File: src/rtl/stencil_seq_pkg.sv
// Shared types for the stencil_2d job sequencer: FSM states, result status codes, job descriptor.
package stencil_seq_pkg;

  localparam int unsigned ADDR_W    = 64;
  localparam int unsigned TAG_MAX_W = 32;
  localparam int unsigned STATUS_W  = 2;

  localparam logic [STATUS_W-1:0] ST_OK      = 2'd0;
  localparam logic [STATUS_W-1:0] ST_TIMEOUT = 2'd1;

  typedef enum logic [1:0] {
    S_IDLE   = 2'd0,
    S_LAUNCH = 2'd1,
    S_RUN    = 2'd2,
    S_RETIRE = 2'd3
  } state_t;

  // Tag field is sized for the widest supported tag; narrower tags are zero-extended.
  typedef struct packed {
    logic [ADDR_W-1:0]    orig;
    logic [ADDR_W-1:0]    sol;
    logic [ADDR_W-1:0]    filter;
    logic [TAG_MAX_W-1:0] tag;
  } desc_t;

endpackage

File: src/rtl/stencil_seq_fifo.sv
// Synchronous descriptor FIFO with registered not_full/empty flags.
module stencil_seq_fifo
  import stencil_seq_pkg::*;
#(
  parameter int unsigned DEPTH = 4
) (
  input  logic  clock,
  input  logic  reset,
  input  logic  push,
  input  desc_t push_data,
  input  logic  pop,
  output desc_t head,
  output logic  not_full,
  output logic  empty,
  output logic  empty_nxt_c
);

  localparam int unsigned AW = (DEPTH > 1) ? $clog2(DEPTH) : 1;
  localparam int unsigned CW = AW + 1;

  desc_t          mem [DEPTH];
  logic [AW-1:0]  wr_ptr;
  logic [AW-1:0]  rd_ptr;
  logic [CW-1:0]  count;
  logic [CW-1:0]  count_nxt;
  logic           do_push;
  logic           do_pop;

  // A push into a full FIFO is still accepted when a pop frees a slot in the same cycle.
  always_comb begin
    do_pop      = pop && !empty;
    do_push     = push && (not_full || do_pop);
    count_nxt   = count + CW'(do_push) - CW'(do_pop);
    empty_nxt_c = (count_nxt == '0);
    head        = mem[rd_ptr];
  end

  // Descriptor storage; contents are don't-care until written.
  always_ff @(posedge clock) begin
    if (do_push) mem[wr_ptr] <= push_data;
  end

  // Pointers, occupancy and registered flags.
  always_ff @(posedge clock or posedge reset) begin
    if (reset) begin
      wr_ptr   <= '0;
      rd_ptr   <= '0;
      count    <= '0;
      not_full <= 1'b1;
      empty    <= 1'b1;
    end else begin
      if (do_push) wr_ptr <= wr_ptr + AW'(1);
      if (do_pop)  rd_ptr <= rd_ptr + AW'(1);
      count    <= count_nxt;
      not_full <= (count_nxt != CW'(DEPTH));
      empty    <= (count_nxt == '0);
    end
  end

endmodule

File: src/rtl/stencil_job_sequencer.sv
// Batch launcher for one stencil_2d component: buffers descriptors, runs one call at a time,
// and returns tagged results. Optional watchdog: define STENCIL_SEQ_TIMEOUT_EN.
module stencil_job_sequencer
  import stencil_seq_pkg::*;
#(
  parameter int unsigned FIFO_DEPTH     = 4,
  parameter int unsigned TAG_W          = 8,
  parameter int unsigned CNT_W          = 16,
  parameter int unsigned TIMEOUT_CYCLES = 1000000
) (
  input  logic                clock,
  input  logic                reset,
  input  logic                job_valid,
  output logic                job_ready,
  input  logic [63:0]         job_orig,
  input  logic [63:0]         job_sol,
  input  logic [63:0]         job_filter,
  input  logic [TAG_W-1:0]    job_tag,
  output logic                comp_start,
  input  logic                comp_busy,
  input  logic                comp_done,
  output logic                comp_stall,
  input  logic [31:0]         comp_returndata,
  output logic [63:0]         comp_orig,
  output logic [63:0]         comp_sol,
  output logic [63:0]         comp_filter,
  output logic                res_valid,
  input  logic                res_ready,
  output logic [31:0]         res_data,
  output logic [TAG_W-1:0]    res_tag,
  output logic [1:0]          res_status,
  output logic                idle,
  output logic [CNT_W-1:0]    jobs_done
);

  localparam int unsigned TO_W = 32;

  state_t           state;
  desc_t            push_desc;
  desc_t            head;
  logic             fifo_pop;
  logic             fifo_empty;
  logic             fifo_empty_nxt_c;
  logic [TAG_W-1:0] cur_tag;

  assign push_desc = '{orig: job_orig, sol: job_sol, filter: job_filter,
                       tag: TAG_MAX_W'(job_tag)};
  assign fifo_pop  = (state == S_IDLE) && !fifo_empty;

  stencil_seq_fifo #(.DEPTH(FIFO_DEPTH)) u_fifo (
    .clock       (clock),
    .reset       (reset),
    .push        (job_valid && job_ready),
    .push_data   (push_desc),
    .pop         (fifo_pop),
    .head        (head),
    .not_full    (job_ready),
    .empty       (fifo_empty),
    .empty_nxt_c (fifo_empty_nxt_c)
  );

`ifdef STENCIL_SEQ_TIMEOUT_EN
  logic [TO_W-1:0] run_cnt;
  logic [1:0]      status_q;
  assign res_status = status_q;
`else
  assign res_status = ST_OK;
`endif

  // Call sequencing: one outstanding call; stall is released only while waiting for done.
  always_ff @(posedge clock or posedge reset) begin
    if (reset) begin
      state       <= S_IDLE;
      comp_start  <= 1'b0;
      comp_stall  <= 1'b1;
      comp_orig   <= '0;
      comp_sol    <= '0;
      comp_filter <= '0;
      cur_tag     <= '0;
      res_valid   <= 1'b0;
      res_data    <= '0;
      res_tag     <= '0;
      idle        <= 1'b1;
      jobs_done   <= '0;
`ifdef STENCIL_SEQ_TIMEOUT_EN
      run_cnt     <= '0;
      status_q    <= ST_OK;
`endif
    end else begin
      case (state)
        S_IDLE: begin
          if (!fifo_empty) begin
            comp_orig   <= head.orig;
            comp_sol    <= head.sol;
            comp_filter <= head.filter;
            cur_tag     <= TAG_W'(head.tag);
            comp_start  <= 1'b1;
            idle        <= 1'b0;
            state       <= S_LAUNCH;
          end else begin
            idle <= fifo_empty_nxt_c;
          end
        end
        S_LAUNCH: begin
          if (!comp_busy) begin
            comp_start <= 1'b0;
            comp_stall <= 1'b0;
`ifdef STENCIL_SEQ_TIMEOUT_EN
            run_cnt    <= '0;
`endif
            state      <= S_RUN;
          end
        end
        S_RUN: begin
          if (comp_done) begin
            res_data   <= comp_returndata;
            res_tag    <= cur_tag;
            res_valid  <= 1'b1;
            comp_stall <= 1'b1;
`ifdef STENCIL_SEQ_TIMEOUT_EN
            status_q   <= ST_OK;
`endif
            state      <= S_RETIRE;
          end
`ifdef STENCIL_SEQ_TIMEOUT_EN
          else if (run_cnt == TO_W'(TIMEOUT_CYCLES - 1)) begin
            res_data   <= '0;
            res_tag    <= cur_tag;
            res_valid  <= 1'b1;
            comp_stall <= 1'b1;
            status_q   <= ST_TIMEOUT;
            state      <= S_RETIRE;
          end else begin
            run_cnt <= run_cnt + TO_W'(1);
          end
`endif
        end
        S_RETIRE: begin
          if (res_ready) begin
            res_valid <= 1'b0;
            jobs_done <= jobs_done + CNT_W'(1);
            idle      <= fifo_empty_nxt_c;
            state     <= S_IDLE;
          end
        end
        default: state <= S_IDLE;
      endcase
    end
  end

endmodule

File: config.mk
export PLATFORM = sky130hd
export DESIGN_NAME = stencil_job_sequencer
export DESIGN_NICKNAME = d
export VERILOG_FILES = /design/src/rtl/stencil_seq_pkg.sv /design/src/rtl/stencil_seq_fifo.sv /design/src/rtl/stencil_job_sequencer.sv
export SDC_FILE = /design/constraint.sdc
export NUM_CORES = 1
export LEC_CHECK = 0
export BUFFER_PORTS_ARGS = -buffer_cell sky130_fd_sc_hd__buf_2
export CELL_PAD_IN_SITES_DETAIL_PLACEMENT = 1
export CELL_PAD_IN_SITES_GLOBAL_PLACEMENT = 2
export CORE_ASPECT_RATIO = 1.1
export CORE_MARGIN = 8
export CORE_UTILIZATION = 35
export CTS_BUF_LIST = sky130_fd_sc_hd__clkbuf_4 sky130_fd_sc_hd__clkbuf_8
export DETAILED_ROUTE_END_ITERATION = 8
export PLACE_DENSITY_LB_ADDON = 0.2
export SETUP_SLACK_MARGIN = 0.1
export SYNTH_ARGS = -nofsm -noshare
export SYNTH_HDL_FRONTEND = slang
export SYNTH_SLANG_ARGS = --single-unit
File: constraint.sdc
create_clock -name clock -period 10.8 [get_ports clock]
set_input_delay 2.16 -clock clock [delete_from_list [all_inputs] [get_ports clock]]
set_output_delay 2.16 -clock clock [all_outputs]
set_load 0.02 [all_outputs]
==> reports/qor.yml <==
status: "finished clean"
hold_viol_final: 0
wl_per_cell_um: 24.10
grt_pass1_vias: 21901
hold_class: "flop to flop"
place.port_buffers: 490
hpwlAfterDp_um: 58200
leakage_nw: 17.64
crit_arrival_ps: 4720
synth-adder-area-share_pct: 0.4287
gp_congestion: 0.7125
ant_nets: 0
final.setup.worst_slack_ps: 6549
p_per_area_mw_per_mm2: 298.1
finalSetupViolations: 0
place_ws_ps: 5494
antenna_found_initial: 46
drive_above_1_share_pct: 52.37
clock_path_buffers: 3
slowest_stage: "buf_4"
synth_top_area_share_pct: 60.52
crit_chain: "buf_2 -> and3_4 -> buf_4 -> buf_4"
worst_slew_pin_slew_ps: 1077
syn_to_final_growth_pct: 19.93
die_h_um: 369.2
finalClockSkew_ps: 38.99
async_flop_share_pct: 25.30
cp-end-kind: "flop"
synth.top_cells.by_count: "edfxtp_1, dfrtp_1, mux4_2, mux2_2, mux2_4"
path_buf_inv: 3
synthCells: 1687
synth_compound_area_share_pct: 0.2017
ys_top_cells_by_area: "edfxtp_1, dfrtp_1, mux4_2"
holdBufCountCts: 0
yosysUniqueCellTypes: 36
cp.depth: 4
worstSetupStartpointType: "primary input"
drt_iter0_drc: 840
timing.hold.worst_path_depth: 1
cts_resized: 0
max_stage_delay_ps: 890
synth-warning-count: 0
crit_top_cell: "buf_4"
synth.area.mux_share_pct: 19.21
row_count: 129
synth_edf_count: 800
finalCritPeriodShare_pct: 39.36
gr-usage-all-layers_pct: 15.49
fin_nets: 2559
synth_seq_area_share_pct: 77.61
synthXorXnorAreaFrac_pct: 0.4570
reg2reg_depth: 4
rsz0062_at_grt: "no"
synth_most_common_cell: "edfxtp_1"
cts_root_buffer: "clkbuf_8"
fin_tns_setup_ps: 0
drv_cap: 0
crit_required_ps: 11270
wl_um: 96220
period_minus_slack_ps: 4251
vias: 18916
cts_tree: "yes"
critPathTopFamily: "buffers and inverters"
path_class: "primary input to flop"
cts_sinks: 1071
p_total_mw: 14.19
synth-simple-area-share_pct: 0.4948
synth-seq-cells: 1071
relSlewSlack_pct: 28.19
dr.pass1.iters: 5
cts_buffers: 178
boundaryPins: 493
core_mm2: 0.1125
grt_max_degree: 106
htree_num_levels: 4
route.detailed.drc: 0
synth_top_family_by_area: "multiplexers"
slew_viol_final: 0
timing.fmax_mhz: 235.3
synth_area_leader_cell: "edfxtp_1"
clkTransAtPathRegs_ps: 60
worstPathMaxFanout: 59
syn_avg_cell_area_um2: 23.53
cts_setup_buffers: 0
synth_flop_cell: "edfxtp_1"
dieArea_mm2: 0.1245
avgViaCountPerCell: 4.737
syn_area_mm2: 0.03970
grt_pass1_wl_um: 143600
fill_cells: 10825
die_w_um: 337.1
vdd_drop_max_mv: 0.1980
clk_latency_ps: 870
grt_overflow_total: 0
start_util_pct: 35.29
==> final timing paths <==
kind | start | endpoint | slack (ps)
max reg2reg | u_fifo.rd_ptr[0]$_DFFE_PP0P_ | comp_filter[51]$_DFFE_PP0P_ | 7220
min reg2reg | jobs_done[15]$_DFFE_PP0P_ | jobs_done[15]$_DFFE_PP0P_ | 480
min | jobs_done[15]$_DFFE_PP0P_ | jobs_done[15]$_DFFE_PP0P_ | 480
max in group asynchronous | reset | comp_orig[48]$_DFFE_PP0P_ | 7370
min in group asynchronous | reset | comp_sol[24]$_DFFE_PP0P_ | 1470
max | job_valid | u_fifo.mem[0][183]$_DFFE_PP_ | 6550
==> worst register-to-register path, stage by stage, from the launching register on <==
cell	delay, ps
dfrtp_4	850
buf_12	720
buf_4	1010
mux4_2	610
mux2_2	280
==> area by class of cell <==
type,count,area (µm²),area share [%]
Multi-Input combinational cell,529,8288,17.41
Clock buffer,290,3453,7.253
Tap cell,1506,1884,3.958
Antenna cell,22,55.05,0.1156
Inverter,14,60.06,0.1261
Sequential cell,1071,30820,64.73
Timing Repair Buffer,514,2695,5.661
Clock inverter,47,356.6,0.7490
==> power breakdown <==
part,switching (mW),internal (mW)
Combinational,2.33,2.04
Sequential,0.527,5.59
Clock,1.64,2.07
==> metrics by stage <==
| stage | cell area [µm²] | cells | util (%) | hold WS, ps |
|---|---|---|---|---|
| 2_1_floorplan | 39700 | 1688 | - | 476.7 |
| 3_3_place_gp | 43740 | 3634 | 38.88 | 464.2 |
| 3_5_place_dp | 43740 | 3634 | 38.88 | 458.0 |
| 4_1_cts | 47550 | 3971 | 42.27 | 473.4 |
| 5_1_grt | 47570 | 3979 | 42.29 | 505.9 |
| 6_report | 47610 | 3993 | 42.32 | 479.4 |
==> layout by cell type, fill, tap and decap left out, types with 2 or more instances in the layout <==
| cell | Yosys | final |
|---|---|---|
| inv_1 | 14 | 13 |
| ha_1 | 12 | 12 |
| buf_12 | 11 | 5 |
| o21ai_0 | 3 | 3 |
| inv_8 | 0 | 5 |
| clkinv_8 | 0 | 5 |
| buf_2 | 25 | 490 |
| clkbuf_4 | 0 | 86 |
| inv_6 | 0 | 4 |
| and3_1 | 7 | 3 |
| mux2_4 | 100 | 100 |
| edfxtp_1 | 800 | 800 |
| dfrtp_1 | 267 | 265 |
| clkinv_1 | 0 | 14 |
| nand4_1 | 3 | 3 |
| mux2i_1 | 2 | 2 |
| a21oi_1 | 6 | 6 |
| nor2_1 | 5 | 5 |
| xnor2_1 | 12 | 12 |
| diode_2 | 0 | 22 |
| nand3_1 | 8 | 8 |
| mux2_2 | 142 | 142 |
| nand2_1 | 8 | 8 |
| nor3_1 | 2 | 2 |
| and3_4 | 0 | 4 |
| conb_1 | 1 | 2 |
| buf_4 | 3 | 19 |
| clkinv_2 | 0 | 17 |
| dfstp_2 | 4 | 4 |
| nor2b_1 | 3 | 2 |
| dfrtp_4 | 0 | 2 |
| clkbuf_8 | 0 | 204 |
| mux4_2 | 200 | 200 |
| xor2_1 | 6 | 6 |
==> sequential cells by signal (all words and copies together) (netlist names), 3 cells and up <==
register / flops
jobs_done: 16
comp_sol: 64
comp_filter: 64
u_fifo.mem: 800
cur_tag: 8
comp_orig: 64
u_fifo.count: 3
res_data: 32
res_tag: 8
==> cell families (layout without fill, tap and decap cells) <==
kind of cell | count (synthesis) | after routing
muxes | 444 | 444
adders and majority gates | 13 | 13
other | 1 | 24
buffers and inverters | 88 | 865
AOI/OAI and AO/OA | 13 | 13
xor gates and xnor gates | 19 | 19
DFF | 1071 | 1071
and+or+nand+nor | 38 | 38
==> routing by layer <==
| layer | wire, µm | GRT usage, % | vias up |
|---|---|---|---|
| met4 | 2968 | 6.056 | 22 |
| li1 | - | - | 8153 |
| met1 | 37640 | 18.54 | 9993 |
| met2 | 47380 | 25.36 | 547 |
| met3 | 8094 | 5.775 | 201 |
| met5 | 146 | 0 | - |
Note: power is estimated with default switching activity, not from simulation.
